<file path="src/rtl/ebpc_pkg.sv">
// Shared definitions for the EBPC stream merger: word width, header layout,
// FSM state encoding and small helper functions.
package ebpc_pkg;

    localparam int DATA_W      = 8;
    localparam int HDR_SRC_BIT = DATA_W - 1;
    localparam int HDR_LEN_W   = DATA_W - 1;
    localparam int STAT_W      = 16;

    typedef enum logic [1:0] {
        ST_ARB  = 2'd0,
        ST_HDR  = 2'd1,
        ST_BODY = 2'd2,
        ST_DONE = 2'd3
    } state_e;

    typedef enum logic {
        SRC_ZNZ = 1'b0,
        SRC_BPC = 1'b1
    } src_e;

    function automatic logic [DATA_W-1:0] make_hdr(input src_e src, input logic [HDR_LEN_W-1:0] len_m1);
        logic [DATA_W-1:0] hdr;
        hdr                    = '0;
        hdr[HDR_SRC_BIT]       = src;
        hdr[HDR_LEN_W-1:0]     = len_m1;
        return hdr;
    endfunction

    function automatic logic [STAT_W-1:0] sat_inc(input logic [STAT_W-1:0] v);
        return (&v) ? v : v + 1'b1;
    endfunction

endpackage

</file>
<file path="src/rtl/ebpc_merger_fifo.sv">
// Single-clock FIFO with fill count; a pop on a full FIFO frees the slot for
// a push in the same cycle. FIFO_DEPTH must be a power of two (>= 2).
module ebpc_merger_fifo #(
    parameter int DATA_W     = 8,
    parameter int FIFO_DEPTH = 16
) (
    input  logic                        clk_i,
    input  logic                        rst_ni,
    input  logic                        push_i,
    input  logic [DATA_W-1:0]           data_i,
    input  logic                        pop_i,
    output logic [DATA_W-1:0]           data_o,
    output logic                        full_o,
    output logic                        empty_o,
    output logic [$clog2(FIFO_DEPTH):0] fill_o
);

    localparam int AW = $clog2(FIFO_DEPTH);
    localparam logic [AW:0] DEPTH_C = (AW+1)'(FIFO_DEPTH);

    logic [DATA_W-1:0] mem_q [FIFO_DEPTH];
    logic [AW-1:0]     wr_ptr_q, wr_ptr_d;
    logic [AW-1:0]     rd_ptr_q, rd_ptr_d;
    logic [AW:0]       fill_q, fill_d;
    logic              do_push, do_pop;

    assign full_o  = (fill_q == DEPTH_C);
    assign empty_o = (fill_q == '0);
    assign fill_o  = fill_q;
    assign data_o  = mem_q[rd_ptr_q];

    assign do_pop  = pop_i & ~empty_o;
    assign do_push = push_i & (~full_o | do_pop);

    always_comb begin
        wr_ptr_d = wr_ptr_q;
        rd_ptr_d = rd_ptr_q;
        fill_d   = fill_q;
        if (do_push) begin
            wr_ptr_d = wr_ptr_q + 1'b1;
        end
        if (do_pop) begin
            rd_ptr_d = rd_ptr_q + 1'b1;
        end
        case ({do_push, do_pop})
            2'b10:   fill_d = fill_q + 1'b1;
            2'b01:   fill_d = fill_q - 1'b1;
            default: fill_d = fill_q;
        endcase
    end

    always_ff @(posedge clk_i or negedge rst_ni) begin
        if (!rst_ni) begin
            wr_ptr_q <= '0;
            rd_ptr_q <= '0;
            fill_q   <= '0;
        end else begin
            wr_ptr_q <= wr_ptr_d;
            rd_ptr_q <= rd_ptr_d;
            fill_q   <= fill_d;
        end
    end

    // Storage carries no reset; pointers and fill define what is valid.
    always_ff @(posedge clk_i) begin
        if (do_push) begin
            mem_q[wr_ptr_q] <= data_i;
        end
    end

endmodule

</file>
<file path="src/rtl/ebpc_stream_merger.sv">
// Merges the ZNZ and BPC encoder streams into one stream of header+body bursts.
// Optional EBPC_MERGER_STATS_EN adds saturating per-source burst counters.
module ebpc_stream_merger
    import ebpc_pkg::*;
#(
    parameter int BURST_LEN  = 8,
    parameter int FIFO_DEPTH = 16
) (
    input  logic              clk_i,
    input  logic              rst_ni,
    input  logic [DATA_W-1:0] znz_data_i,
    input  logic              znz_vld_i,
    output logic              znz_rdy_o,
    input  logic [DATA_W-1:0] bpc_data_i,
    input  logic              bpc_vld_i,
    output logic              bpc_rdy_o,
    input  logic              flush_i,
    output logic [DATA_W-1:0] data_o,
    output logic              vld_o,
    input  logic              rdy_i,
    output logic              last_o,
    output logic              flush_done_o
`ifdef EBPC_MERGER_STATS_EN
    ,
    output logic [STAT_W-1:0] znz_bursts_o,
    output logic [STAT_W-1:0] bpc_bursts_o
`endif
);

    localparam int FW = $clog2(FIFO_DEPTH) + 1;
    localparam logic [FW-1:0] BL_C  = FW'(BURST_LEN);
    localparam logic [FW-1:0] ONE_C = FW'(1);

    state_e            state_q, state_d;
    src_e              src_q, src_d;
    src_e              prio_q, prio_d;
    logic [FW-1:0]     cnt_q, cnt_d;
    logic              last_q, last_d;
    logic              term_q, term_d;

    logic [DATA_W-1:0] z_head, b_head;
    logic              z_full, b_full, z_empty, b_empty;
    logic [FW-1:0]     z_fill, b_fill;
    logic              z_push, b_push, z_pop, b_pop;

    logic              z_ok, b_ok;
    src_e              sel_src;
    logic [FW-1:0]     sel_fill, burst_n;
    logic              other_empty;

    // Ready is held low while in reset; a pop on a full FIFO frees a slot at once.
    assign znz_rdy_o = rst_ni & (~z_full | z_pop);
    assign bpc_rdy_o = rst_ni & (~b_full | b_pop);
    assign z_push    = znz_vld_i & znz_rdy_o;
    assign b_push    = bpc_vld_i & bpc_rdy_o;

    ebpc_merger_fifo #(
        .DATA_W     (DATA_W),
        .FIFO_DEPTH (FIFO_DEPTH)
    ) u_znz_fifo (
        .clk_i   (clk_i),
        .rst_ni  (rst_ni),
        .push_i  (z_push),
        .data_i  (znz_data_i),
        .pop_i   (z_pop),
        .data_o  (z_head),
        .full_o  (z_full),
        .empty_o (z_empty),
        .fill_o  (z_fill)
    );

    ebpc_merger_fifo #(
        .DATA_W     (DATA_W),
        .FIFO_DEPTH (FIFO_DEPTH)
    ) u_bpc_fifo (
        .clk_i   (clk_i),
        .rst_ni  (rst_ni),
        .push_i  (b_push),
        .data_i  (bpc_data_i),
        .pop_i   (b_pop),
        .data_o  (b_head),
        .full_o  (b_full),
        .empty_o (b_empty),
        .fill_o  (b_fill)
    );

    // Full bursts only in normal operation; any remainder once flushing.
    assign z_ok        = flush_i ? ~z_empty : (z_fill >= BL_C);
    assign b_ok        = flush_i ? ~b_empty : (b_fill >= BL_C);
    assign sel_src     = (z_ok && b_ok) ? prio_q : (z_ok ? SRC_ZNZ : SRC_BPC);
    assign sel_fill    = (sel_src == SRC_ZNZ) ? z_fill : b_fill;
    assign other_empty = (sel_src == SRC_ZNZ) ? b_empty : z_empty;
    assign burst_n     = (flush_i && (sel_fill < BL_C)) ? sel_fill : BL_C;

    always_comb begin
        state_d      = state_q;
        src_d        = src_q;
        prio_d       = prio_q;
        cnt_d        = cnt_q;
        last_d       = last_q;
        term_d       = term_q;
        vld_o        = 1'b0;
        data_o       = '0;
        last_o       = 1'b0;
        flush_done_o = 1'b0;
        z_pop        = 1'b0;
        b_pop        = 1'b0;

        case (state_q)
            ST_ARB: begin
                if (z_ok || b_ok) begin
                    src_d   = sel_src;
                    cnt_d   = burst_n;
                    last_d  = flush_i & (sel_fill == burst_n) & other_empty;
                    term_d  = 1'b0;
                    prio_d  = (sel_src == SRC_ZNZ) ? SRC_BPC : SRC_ZNZ;
                    state_d = ST_HDR;
                end else if (flush_i) begin
                    // Nothing left to send: emit a zero-payload terminator header.
                    src_d   = SRC_ZNZ;
                    cnt_d   = '0;
                    last_d  = 1'b1;
                    term_d  = 1'b1;
                    state_d = ST_HDR;
                end
            end
            ST_HDR: begin
                vld_o  = 1'b1;
                data_o = term_q ? '0 : make_hdr(src_q, HDR_LEN_W'(cnt_q - ONE_C));
                last_o = term_q;
                if (rdy_i) begin
                    state_d = term_q ? ST_DONE : ST_BODY;
                end
            end
            ST_BODY: begin
                vld_o  = 1'b1;
                data_o = (src_q == SRC_ZNZ) ? z_head : b_head;
                last_o = last_q & (cnt_q == ONE_C);
                if (rdy_i) begin
                    z_pop = (src_q == SRC_ZNZ);
                    b_pop = (src_q == SRC_BPC);
                    cnt_d = cnt_q - ONE_C;
                    if (cnt_q == ONE_C) begin
                        state_d = last_q ? ST_DONE : ST_ARB;
                    end
                end
            end
            ST_DONE: begin
                flush_done_o = 1'b1;
                state_d      = ST_ARB;
            end
            default: state_d = ST_ARB;
        endcase
    end

    always_ff @(posedge clk_i or negedge rst_ni) begin
        if (!rst_ni) begin
            state_q <= ST_ARB;
            src_q   <= SRC_ZNZ;
            prio_q  <= SRC_ZNZ;
            cnt_q   <= '0;
            last_q  <= 1'b0;
            term_q  <= 1'b0;
        end else begin
            state_q <= state_d;
            src_q   <= src_d;
            prio_q  <= prio_d;
            cnt_q   <= cnt_d;
            last_q  <= last_d;
            term_q  <= term_d;
        end
    end

`ifdef EBPC_MERGER_STATS_EN
    logic              hdr_hs;
    logic [STAT_W-1:0] znz_bursts_q, bpc_bursts_q;

    // The terminator header is not a burst and is not counted.
    assign hdr_hs       = (state_q == ST_HDR) & rdy_i & ~term_q;
    assign znz_bursts_o = znz_bursts_q;
    assign bpc_bursts_o = bpc_bursts_q;

    always_ff @(posedge clk_i or negedge rst_ni) begin
        if (!rst_ni) begin
            znz_bursts_q <= '0;
            bpc_bursts_q <= '0;
        end else if (hdr_hs) begin
            if (src_q == SRC_ZNZ) begin
                znz_bursts_q <= sat_inc(znz_bursts_q);
            end else begin
                bpc_bursts_q <= sat_inc(bpc_bursts_q);
            end
        end
    end
`endif

endmodule

</file>
<file path="config.mk">
export PLATFORM = sky130hd
export DESIGN_NAME = ebpc_stream_merger
export DESIGN_NICKNAME = d
export VERILOG_FILES = /design/src/rtl/ebpc_pkg.sv /design/src/rtl/ebpc_merger_fifo.sv /design/src/rtl/ebpc_stream_merger.sv
export SDC_FILE = /design/constraint.sdc
export NUM_CORES = 1
export LEC_CHECK = 0
export ABC_AREA = 1
export BUFFER_PORTS_ARGS = -buffer_cell sky130_fd_sc_hd__clkbuf_2
export CORE_AREA = 10 10 275 211
export DETAILED_ROUTE_END_ITERATION = 8
export DIE_AREA = 0 0 285 221
export SYNTH_ARGS = -nofsm -noshare
export SYNTH_HDL_FRONTEND = slang
export SYNTH_SLANG_ARGS = --single-unit
</file>
<file path="constraint.sdc">
create_clock -name clk_i -period 6.8 [get_ports clk_i]
set_input_delay 1.02 -clock clk_i [delete_from_list [all_inputs] [get_ports clk_i]]
set_output_delay 1.02 -clock clk_i [all_outputs]
set_load 0.005 [all_outputs]
</file>
==> flow_metrics.tcl, run 1 <==
set metrics [dict create \
    status "complete, no violations" \
    post_cts_resized 0 \
    fin_crit_ns 4.90 \
    final_cell_mix "nand2_1 (277), edfxtp_1 (256), nand3_1 (178)" \
    grt_overflow 0 \
    dieArea_um2 63000 \
    finalWorstSetupSlack_ns 1.90 \
    worst_pin_slew_ns 1.17 \
    avgSynthCellArea_um2 10.8 \
    htree_levels 1 \
    synth_fa_ha_area_frac 0.0262 \
    drv_cap 0 \
    firstDrtPassIters 6 \
    clk_latency_ns 0.56 \
    nNetsFinal 1280 \
    drive_above_1_share 0.101 \
    fill_cells 5400 \
    antenna_cells 0 \
    period_share 0.720 \
    drtIter0Drc 901 \
    vias 8778 \
    ant_nets 0 \
    cp-start-kind "flip-flop" \
    top_level_ports 35 \
    io_buffers 34 \
    setup_tns_ns 0 \
    grt_pass1_wl_mm 49.0 \
    p_leak_uw 0.00552 \
    timing.slew.headroom 0.221 \
    synthTopCellsByArea "edfxtp_1 (59%), nand2_1 (8.0%), dfrtp_1 (7.1%)" \
    coreArea_um2 52500 \
    place_ws_ns 2.58 \
    dieHeight_um 221 \
    synth.area.mux_share 0 \
    die_w_um 285 \
    syn_nets 1254 \
    yosys.area.top_type "edfxtp_1" \
    drc 0 \
    cts_max_path_buffers 3 \
    max_freq_mhz 204 \
    synth_xor_area_frac 0.0121 \
    grtUsageTotal 0.0965 \
    yosysUniqueCellTypes 37 \
    rows 73 \
    power_density_nw_per_um2 402 \
    synth_cells 1206 \
    setup_viol 0 \
    cts_hold_buffers 0 \
    synth_compound_area_frac 0.0491 \
    rsz0062_at_grt "no" \
    cts_made_buffers 29 \
    cts.sinks 293 \
    yosysSeqAreaShare 0.662 \
    crit_type "reg2out" \
    cp_max_fo 75 \
    synthToLayoutAreaGrowth_pct 14.2 \
    antenna_found_initial 2 \
    grt_pass1_vias 8220 \
    dpl.hpwl_mm 20.7 \
    synth_simple_gate_area_frac 0.208 \
    final_common_cell "nand2_1" \
    synth_top_family_by_area "simple AND/OR/NAND/NOR gates" \
    viasPerCell 4.46 \
    hold_path.class "reg2reg" \
    clock_skew_ns 0.0248 \
    cp-end-kind "output port" \
    root_buffer "clkbuf_16" \
    cts_setup_buffers 0 \
    clkTransAtPathRegs_ns 0.06 \
    drt_wl_total_mm 31.4 \
    grt_max_degree 76 \
    slew_violations 0 \
    netlist_area_um2 13000 \
    crit_arrival_ns 3.88 \
    ys_warn_count 0 \
    start_util 0.248 \
    post_drt_wl_per_cell_um 15.9 \
    synth_top_area_frac 0.591 \
    ir_drop_mv 0.225 \
    cp.required_ns 5.78 \
    gp_congestion 0.778 \
    cts_tree "built" \
    finalHoldViolations 0 \
    synth_seq_cells 293 \
]
cell families after synthesis:
kind of cell / Yosys count
XOR/XNOR: 18
AND/OR/NAND/NOR: 630
flip-flops: 293
AO/OA/AOI/OAI: 115
adder cells (fa/ha/maj): 26
buffers and inverters: 124
routing by layer:
layer / routed length [um] / vias up / track usage
met2: 12900 / 263 / 0.134
li1: - / 4198 / -
met5: 19 / - / 0
met4: 521 / 2 / 0.0215
met1: 15900 / 4275 / 0.151
met3: 2020 / 40 / 0.0179
Yosys cell counts:
library cell  instances
nand4_1               2
a21o_1                1
nor3_1               13
o211ai_1             10
dfrtp_1              37
fa_1                  2
nand2_4               5
a31oi_4               1
inv_2                 9
o21ai_1               1
nand3_1             178
edfxtp_1            256
o31ai_1               3
clkbuf_1             14
a31oi_1               1
nor2_1              138
buf_2                26
nor2_4                1
inv_1                57
a21oi_1              39
nand2_1             277
o21a_1                1
buf_6                 4
o21ai_0              56
nand2_2               9
buf_1                 3
xor2_1               14
a22o_1                1
xnor2_1               4
ha_1                 24
clkinv_1              4
or2_4                 1
or2_2                 2
nand3_2               2
nor2_2                2
buf_4                 7
a21oi_2               1
worst paths after layout:
kind	endpoint	startpoint	cells past startpoint	slack, ns
setup / recovery	data_o[7]	u_bpc_fifo.rd_ptr_q[0]$_DFFE_PN0P_	12	1.90
hold / removal	last_q$_DFFE_PN0P_	last_q$_DFFE_PN0P_	2	0.52
setup reg to reg	u_bpc_fifo.fill_o[4]$_DFFE_PN0P_	state_q[0]$_DFFE_PN0P_	16	3.20
hold reg to reg	last_q$_DFFE_PN0P_	last_q$_DFFE_PN0P_	2	0.52
max in group asynchronous	u_znz_fifo.rd_ptr_q[0]$_DFFE_PN0P_	rst_ni	2	5.85
min in group asynchronous	prio_q$_DFFE_PN0P_	rst_ni	2	0.54
where the power goes:
group	total [uW]	switching (uW)	internal (uW)
sequential	2350	210	2130
clock	1610	677	936
combinational	2010	1390	618
cell type report:
| class | instances | area, um^2 | share of cell area |
|---|---|---|---|
| clock buffer | 34 | 744 | 0.0501 |
| clock inverter | 20 | 208 | 0.0140 |
| inverter | 70 | 263 | 0.0177 |
| multi-input combinational | 789 | 3850 | 0.259 |
| sequential | 293 | 8620 | 0.580 |
| tap | 712 | 891 | 0.0600 |
| timing repair buffer | 49 | 283 | 0.0190 |
registers in the layout (all words and copies together), names as in the netlist:
name,count
u_bpc_fifo.mem_q,128
u_znz_fifo.mem_q,128
cnt_q,5
u_bpc_fifo.fill_o,5
u_znz_fifo.fill_o,5
u_bpc_fifo.rd_ptr_q,4
u_bpc_fifo.wr_ptr_q,4
u_znz_fifo.rd_ptr_q,4
u_znz_fifo.wr_ptr_q,4
state_q,2
last_q,1
prio_q,1
src_q,1
term_q,1
per-stage QoR:
| step | power, uW | hold WS, ns | instance area [um^2] | utilization | std cells |
|---|---|---|---|---|---|
| 6_report | 5960 | 0.520 | 14900 | 0.283 | 1967 |
| 5_1_grt | 6380 | 0.556 | 14900 | 0.283 | 1967 |
| 4_1_cts | 5990 | 0.520 | 14900 | 0.283 | 1967 |
| 3_5_place_dp | 4370 | 0.503 | 13900 | 0.265 | 1913 |
| 3_3_place_gp | 4340 | 0.502 | 13900 | 0.265 | 1913 |
| 2_1_floorplan | 3800 | 0.471 | 13000 | - | 1206 |
critical path, stage by stage, from the launching register on:
cell and delay, ns:
dfrtp_2 0.34, buf_4 0.62, inv_1 0.74, buf_4 0.46, nand2_1 0.08, nand3_1 0.06, nand3_1 0.11, nand2_1 0.06
nand2_1 0.06, nand2_1 0.05, o21ai_0 0.32, a21oi_1 0.22, clkbuf_2 0.17
Note: power is estimated with default switching activity, not from simulation.
==> inputs of run 2 (changes only) <==
clock period = 4.4 ns   (was 6.8 ns; I/O delays follow)
==> flow_metrics.tcl, run 2 (same netlist as run 1, synthesis figures left out) <==
set metrics [dict create \
    p_leak_uw 0.00558 \
    fin_crit_ns 3.57 \
    finalHoldViolations 0 \
    worst_pin_slew_ns 0.986 \
    nNetsFinal 1292 \
    cp_max_fo 22 \
    ir_drop_mv 0.307 \
    cp-start-kind "flip-flop" \
    die_w_um 285 \
    dieHeight_um 221 \
    status "complete, no violations" \
    rows 73 \
    ant_nets 0 \
    setup_tns_ns 0 \
    clk_latency_ns 0.54 \
    cp_cell_sequence "inv_1 -> buf_4 -> nor2_1 -> nor2_1 -> o21ai_0 -> nand3_1 -> nand3_1 -> nand3_1 -> nand3_1 -> a21oi_1 -> clkbuf_2" \
    cts.sinks 293 \
    timing.rr.start "state_q[0]$_DFFE_PN0P_" \
    cp.required_ns 3.74 \
    reg.largest.list "u_bpc_fifo.mem_q x128, u_znz_fifo.mem_q x128" \
    firstDrtPassIters 6 \
    finalWorstSetupSlack_ns 0.833 \
    cts_hold_buffers 0 \
    rrSetupSlack_ns 1.27 \
    r2r_cells 17 \
    antenna_cells 0 \
    dieArea_um2 63000 \
    synthToLayoutAreaGrowth_pct 14.8 \
    clockPowerShare 0.267 \
    cp-end-kind "output port" \
    clkTransAtPathRegs_ns 0.06 \
    drc 0 \
    p_int_uw 5760 \
    grt_overflow 0 \
    place_area_um2 14000 \
    dpl.hpwl_mm 20.4 \
    top_level_ports 35 \
    multiInputGateArea_um2 3840 \
    drtIter0Drc 711 \
    htree_levels 1 \
    slowest_stage "inv_1" \
    gp_congestion 0.825 \
    place_ws_ns 1.27 \
    drv_cap 0 \
    cp_common_cell "nand3_1" \
    timing.slew.headroom 0.340 \
    final_cell_area_um2 14900 \
    path_delay_family "buffers and inverters" \
    cts_max_path_buffers 3 \
    final_common_cell "nand2_1" \
    switchingPower_uw 3440 \
    post_cts_resized 0 \
    seqCellArea_um2 8620 \
    cts_tree "built" \
    setup_viol 0 \
    crit_buf_inv 3 \
    cts_setup_buffers 0 \
    period_share 0.811 \
    instances_no_fill 1978 \
    vias 8679 \
    cts_made_buffers 29 \
    cpPeakStageDelay_ns 0.50 \
    final_cell_mix "nand2_1 (277), edfxtp_1 (256), nand3_1 (178)" \
    grt_pass1_wl_mm 48.6 \
    crit_arrival_ns 2.91 \
    dpl.cell_count 1925 \
    crit_type "reg2out" \
    fill_cells 5377 \
    post_drt_wl_per_cell_um 15.5 \
    hold_path.class "in2async" \
    p_seq_frac 0.382 \
    power_density_nw_per_um2 616 \
    p_comb_frac 0.351 \
    drt_wl_total_mm 30.6 \
    grtUsageTotal 0.0945 \
    antenna_found_initial 1 \
    coreArea_um2 52500 \
    r2r-end "u_bpc_fifo.fill_o[4]$_DFFE_PN0P_" \
    max_freq_mhz 280 \
    viasPerCell 4.39 \
    switching_share 0.374 \
    grt_max_degree 75 \
    io_buffers 34 \
    grt_pass1_vias 8424 \
    start_util 0.248 \
    root_buffer "clkbuf_16" \
    slew_violations 0 \
    drive_above_1_share 0.108 \
    clock_skew_ns 0.0119 \
    rsz0062_at_grt "no" \
]
==> run 2: layer usage <==
layer  wire length (um)  part of all wire  vias up  GRT usage
li1                   -                 -     4219          -
met1              15300              0.50     4218      0.139
met2              13100              0.43      201      0.142
met3               1790             0.059       39     0.0159
met4                476             0.016        2     0.0204
met5                  9           0.00029        -          0
==> run 2: worst max path at each step <==
stage,from,end,cells after the start
after global routing,u_bpc_fifo.rd_ptr_q[0]$_DFFE_PN0P_,data_o[3],11
after CTS,u_bpc_fifo.rd_ptr_q[0]$_DFFE_PN0P_,data_o[2],11
after detailed placement,state_q[0]$_DFFE_PN0P_,u_bpc_fifo.fill_o[4]$_DFFE_PN0P_,17
after floorplan,state_q[0]$_DFFE_PN0P_,u_bpc_fifo.fill_o[4]$_DFFE_PN0P_,18
after global placement,state_q[0]$_DFFE_PN0P_,u_bpc_fifo.fill_o[4]$_DFFE_PN0P_,17
final,u_bpc_fifo.rd_ptr_q[0]$_DFFE_PN0P_,data_o[2],11
==> run 2: layout make-up <==
class,count,area share
Multi-Input combinational cell,789,0.257
Clock inverter,13,0.00947
Clock buffer,40,0.0541
Tap cell,712,0.0597
Sequential cell,293,0.577
Timing Repair Buffer,61,0.0250
Inverter,70,0.0176
==> run 2: stage by stage <==
| step | util | hold WS (ns) | total power, uW |
|---|---|---|---|
| 4_1_cts | 0.284 | 0.244 | 9290 |
| 3_5_place_dp | 0.266 | 0.515 | 6810 |
| 6_report | 0.284 | 0.235 | 9200 |
| 3_3_place_gp | 0.266 | 0.509 | 6760 |
| 5_1_grt | 0.284 | 0.285 | 9860 |
| 2_1_floorplan | - | 0.364 | 5880 |
==> run 2: power groups by stage <==
| stage | combinational (uW) | clock [uW] | sequential [uW] |
|---|---|---|---|
| 6_report | 3220 | 2460 | 3520 |
| 5_1_grt | 3690 | 2620 | 3550 |
| 4_1_cts | 3260 | 2510 | 3520 |
| 3_5_place_dp | 3240 | 0 | 3570 |
| 3_3_place_gp | 3190 | 0 | 3560 |
| 2_1_floorplan | 2380 | 0 | 3500 |
==> inputs of run 3 (changes only) <==
clock period = 3.2 ns   (was 4.4 ns; I/O delays follow)
==> flow_metrics.tcl, run 3 (same netlist as run 1, synthesis figures left out) <==
set metrics [dict create \
    gp_congestion 0.830 \
    htree_levels 1 \
    rows 73 \
    rrSetupSlack_ns 0.30 \
    slew_violations 0 \
    drv_cap 0 \
    timing.rr.start "state_q[0]$_DFFE_PN0P_" \
    top_level_ports 35 \
    grtUsageTotal 0.0962 \
    die_w_um 285 \
    drt_wl_total_mm 31.6 \
    final_cell_area_um2 15300 \
    cp.required_ns 2.72 \
    period_share 0.956 \
    grt_max_degree 70 \
    cts_made_buffers 31 \
    rsz0062_at_grt "no" \
    io_buffers 34 \
    power_density_nw_per_um2 860 \
    clkTransAtPathRegs_ns 0.06 \
    grt_overflow 0 \
    cp-end-kind "output port" \
    synthToLayoutAreaGrowth_pct 17.9 \
    max_freq_mhz 327 \
    grt_pass1_wl_mm 49.5 \
    p_leak_uw 0.00579 \
    dieHeight_um 221 \
    drtIter0Drc 672 \
    firstDrtPassIters 5 \
    drive_above_1_share 0.137 \
    r2r-end "u_bpc_fifo.fill_o[4]$_DFFE_PN0P_" \
    vias 8848 \
    antenna_cells 0 \
    viasPerCell 4.41 \
    cp_cell_sequence "buf_16 -> nor2_1 -> nor2_1 -> o21ai_0 -> nand3_1 -> nand3_1 -> nand3_1 -> nand3_1 -> a21oi_2 -> clkbuf_2" \
    clk_latency_ns 0.55 \
    fin_crit_ns 3.06 \
    cp-start-kind "flip-flop" \
    nNetsFinal 1318 \
    place_area_um2 14200 \
    antenna_found_initial 1 \
    root_buffer "clkbuf_16" \
    final_common_cell "nand2_1" \
    cp_max_fo 69 \
    final_cell_mix "nand2_1 (277), edfxtp_1 (256), nand3_1 (178)" \
    fill_cells 5327 \
    cpPeakStageDelay_ns 0.47 \
    grt_pass1_vias 8641 \
    crit_arrival_ns 2.58 \
    finalHoldViolations 0 \
    crit_type "reg2out" \
    cts.sinks 293 \
    post_drt_wl_per_cell_um 15.7 \
    hold_path.class "in2async" \
    dieArea_um2 63000 \
    cp_common_cell "nand3_1" \
    ant_nets 0 \
    cts_tree "built" \
    setup_viol 0 \
    status "complete, no violations" \
    drc 0 \
    timing.slew.headroom 0.427 \
    reg.largest.list "u_bpc_fifo.mem_q x128, u_znz_fifo.mem_q x128" \
    r2r_cells 16 \
    slowest_stage "dfrtp_2" \
    start_util 0.248 \
    ir_drop_mv 0.476 \
    worst_pin_slew_ns 0.856 \
    cts_max_path_buffers 3 \
    clock_skew_ns 0.00780 \
    dpl.hpwl_mm 20.8 \
    setup_tns_ns 0 \
    coreArea_um2 52500 \
]
run 3: cell types whose count changed in the layout (fill, tap and decap cells not counted), sizes merged:
cell	before	now
buf	27	51
bufinv	3	4
clkbuf	74	72
clkinv	11	17
inv	67	66
run 3: how the worst max path moves through the flow:
stage                                  startpoint                               end  cells after the start
2_1_floorplan              state_q[0]$_DFFE_PN0P_  u_bpc_fifo.fill_o[4]$_DFFE_PN0P_                     18
3_3_place_gp               state_q[0]$_DFFE_PN0P_  u_bpc_fifo.fill_o[4]$_DFFE_PN0P_                     16
3_5_place_dp               state_q[0]$_DFFE_PN0P_  u_bpc_fifo.fill_o[4]$_DFFE_PN0P_                     16
4_1_cts        u_znz_fifo.rd_ptr_q[0]$_DFFE_PN0P_                         data_o[7]                     11
5_1_grt        u_bpc_fifo.rd_ptr_q[0]$_DFFE_PN0P_                         data_o[0]                     10
6_report       u_bpc_fifo.rd_ptr_q[0]$_DFFE_PN0P_                         data_o[2]                     10
run 3: per-stage QoR:
step	setup WS [ns]	hold slack [ns]	instances	utilization	power, uW
2_1_floorplan	0.362	0.184	1206	-	8090
3_3_place_gp	0.260	0.517	1947	0.270	9420
3_5_place_dp	0.252	0.520	1947	0.270	9510
4_1_cts	0.0243	0.0295	2004	0.291	13200
5_1_grt	0.00413	0.0671	2006	0.292	14100
6_report	0.140	0.0215	2006	0.292	13200
run 3: routing by layer:
layer / global-route usage / share of wire / vias up
met5: 0 / 0.00041 / -
li1: - / - / 4278
met2: 0.143 / 0.43 / 251
met3: 0.0157 / 0.065 / 42
met4: 0.0237 / 0.015 / 2
met1: 0.143 / 0.49 / 4275
run 3: repair_timing:
item,4_1_cts,5_1_grt
hold buffers,0,0
gates resized for setup,8,8
cloned,0,1
setup buffers,0,1
endpoints found under the setup margin,7,9
run 3: final cells by class:
class | count | area (um^2) | share of cell area
Sequential cell | 293 | 8620 | 0.562
Multi-Input combinational cell | 789 | 3900 | 0.254
Tap cell | 712 | 891 | 0.0581
Clock buffer | 38 | 842 | 0.0549
Timing Repair Buffer | 85 | 632 | 0.0412
Inverter | 70 | 265 | 0.0173
Clock inverter | 19 | 194 | 0.0126
run 3: worst max-delay path, delay by kind of cell (launching register included):
kind	cells	cell delay [ns]
DFF	1	0.47
buffers and inverters	2	0.47
AOI/OAI and AO/OA	2	0.37
and+or+nand+nor	6	0.66
run 3: power breakdown:
part / internal (uW) / switching (uW) / total (uW)
Clock: 2170 / 1430 / 3610
Combinational: 1560 / 3140 / 4690
Sequential: 4540 / 354 / 4900
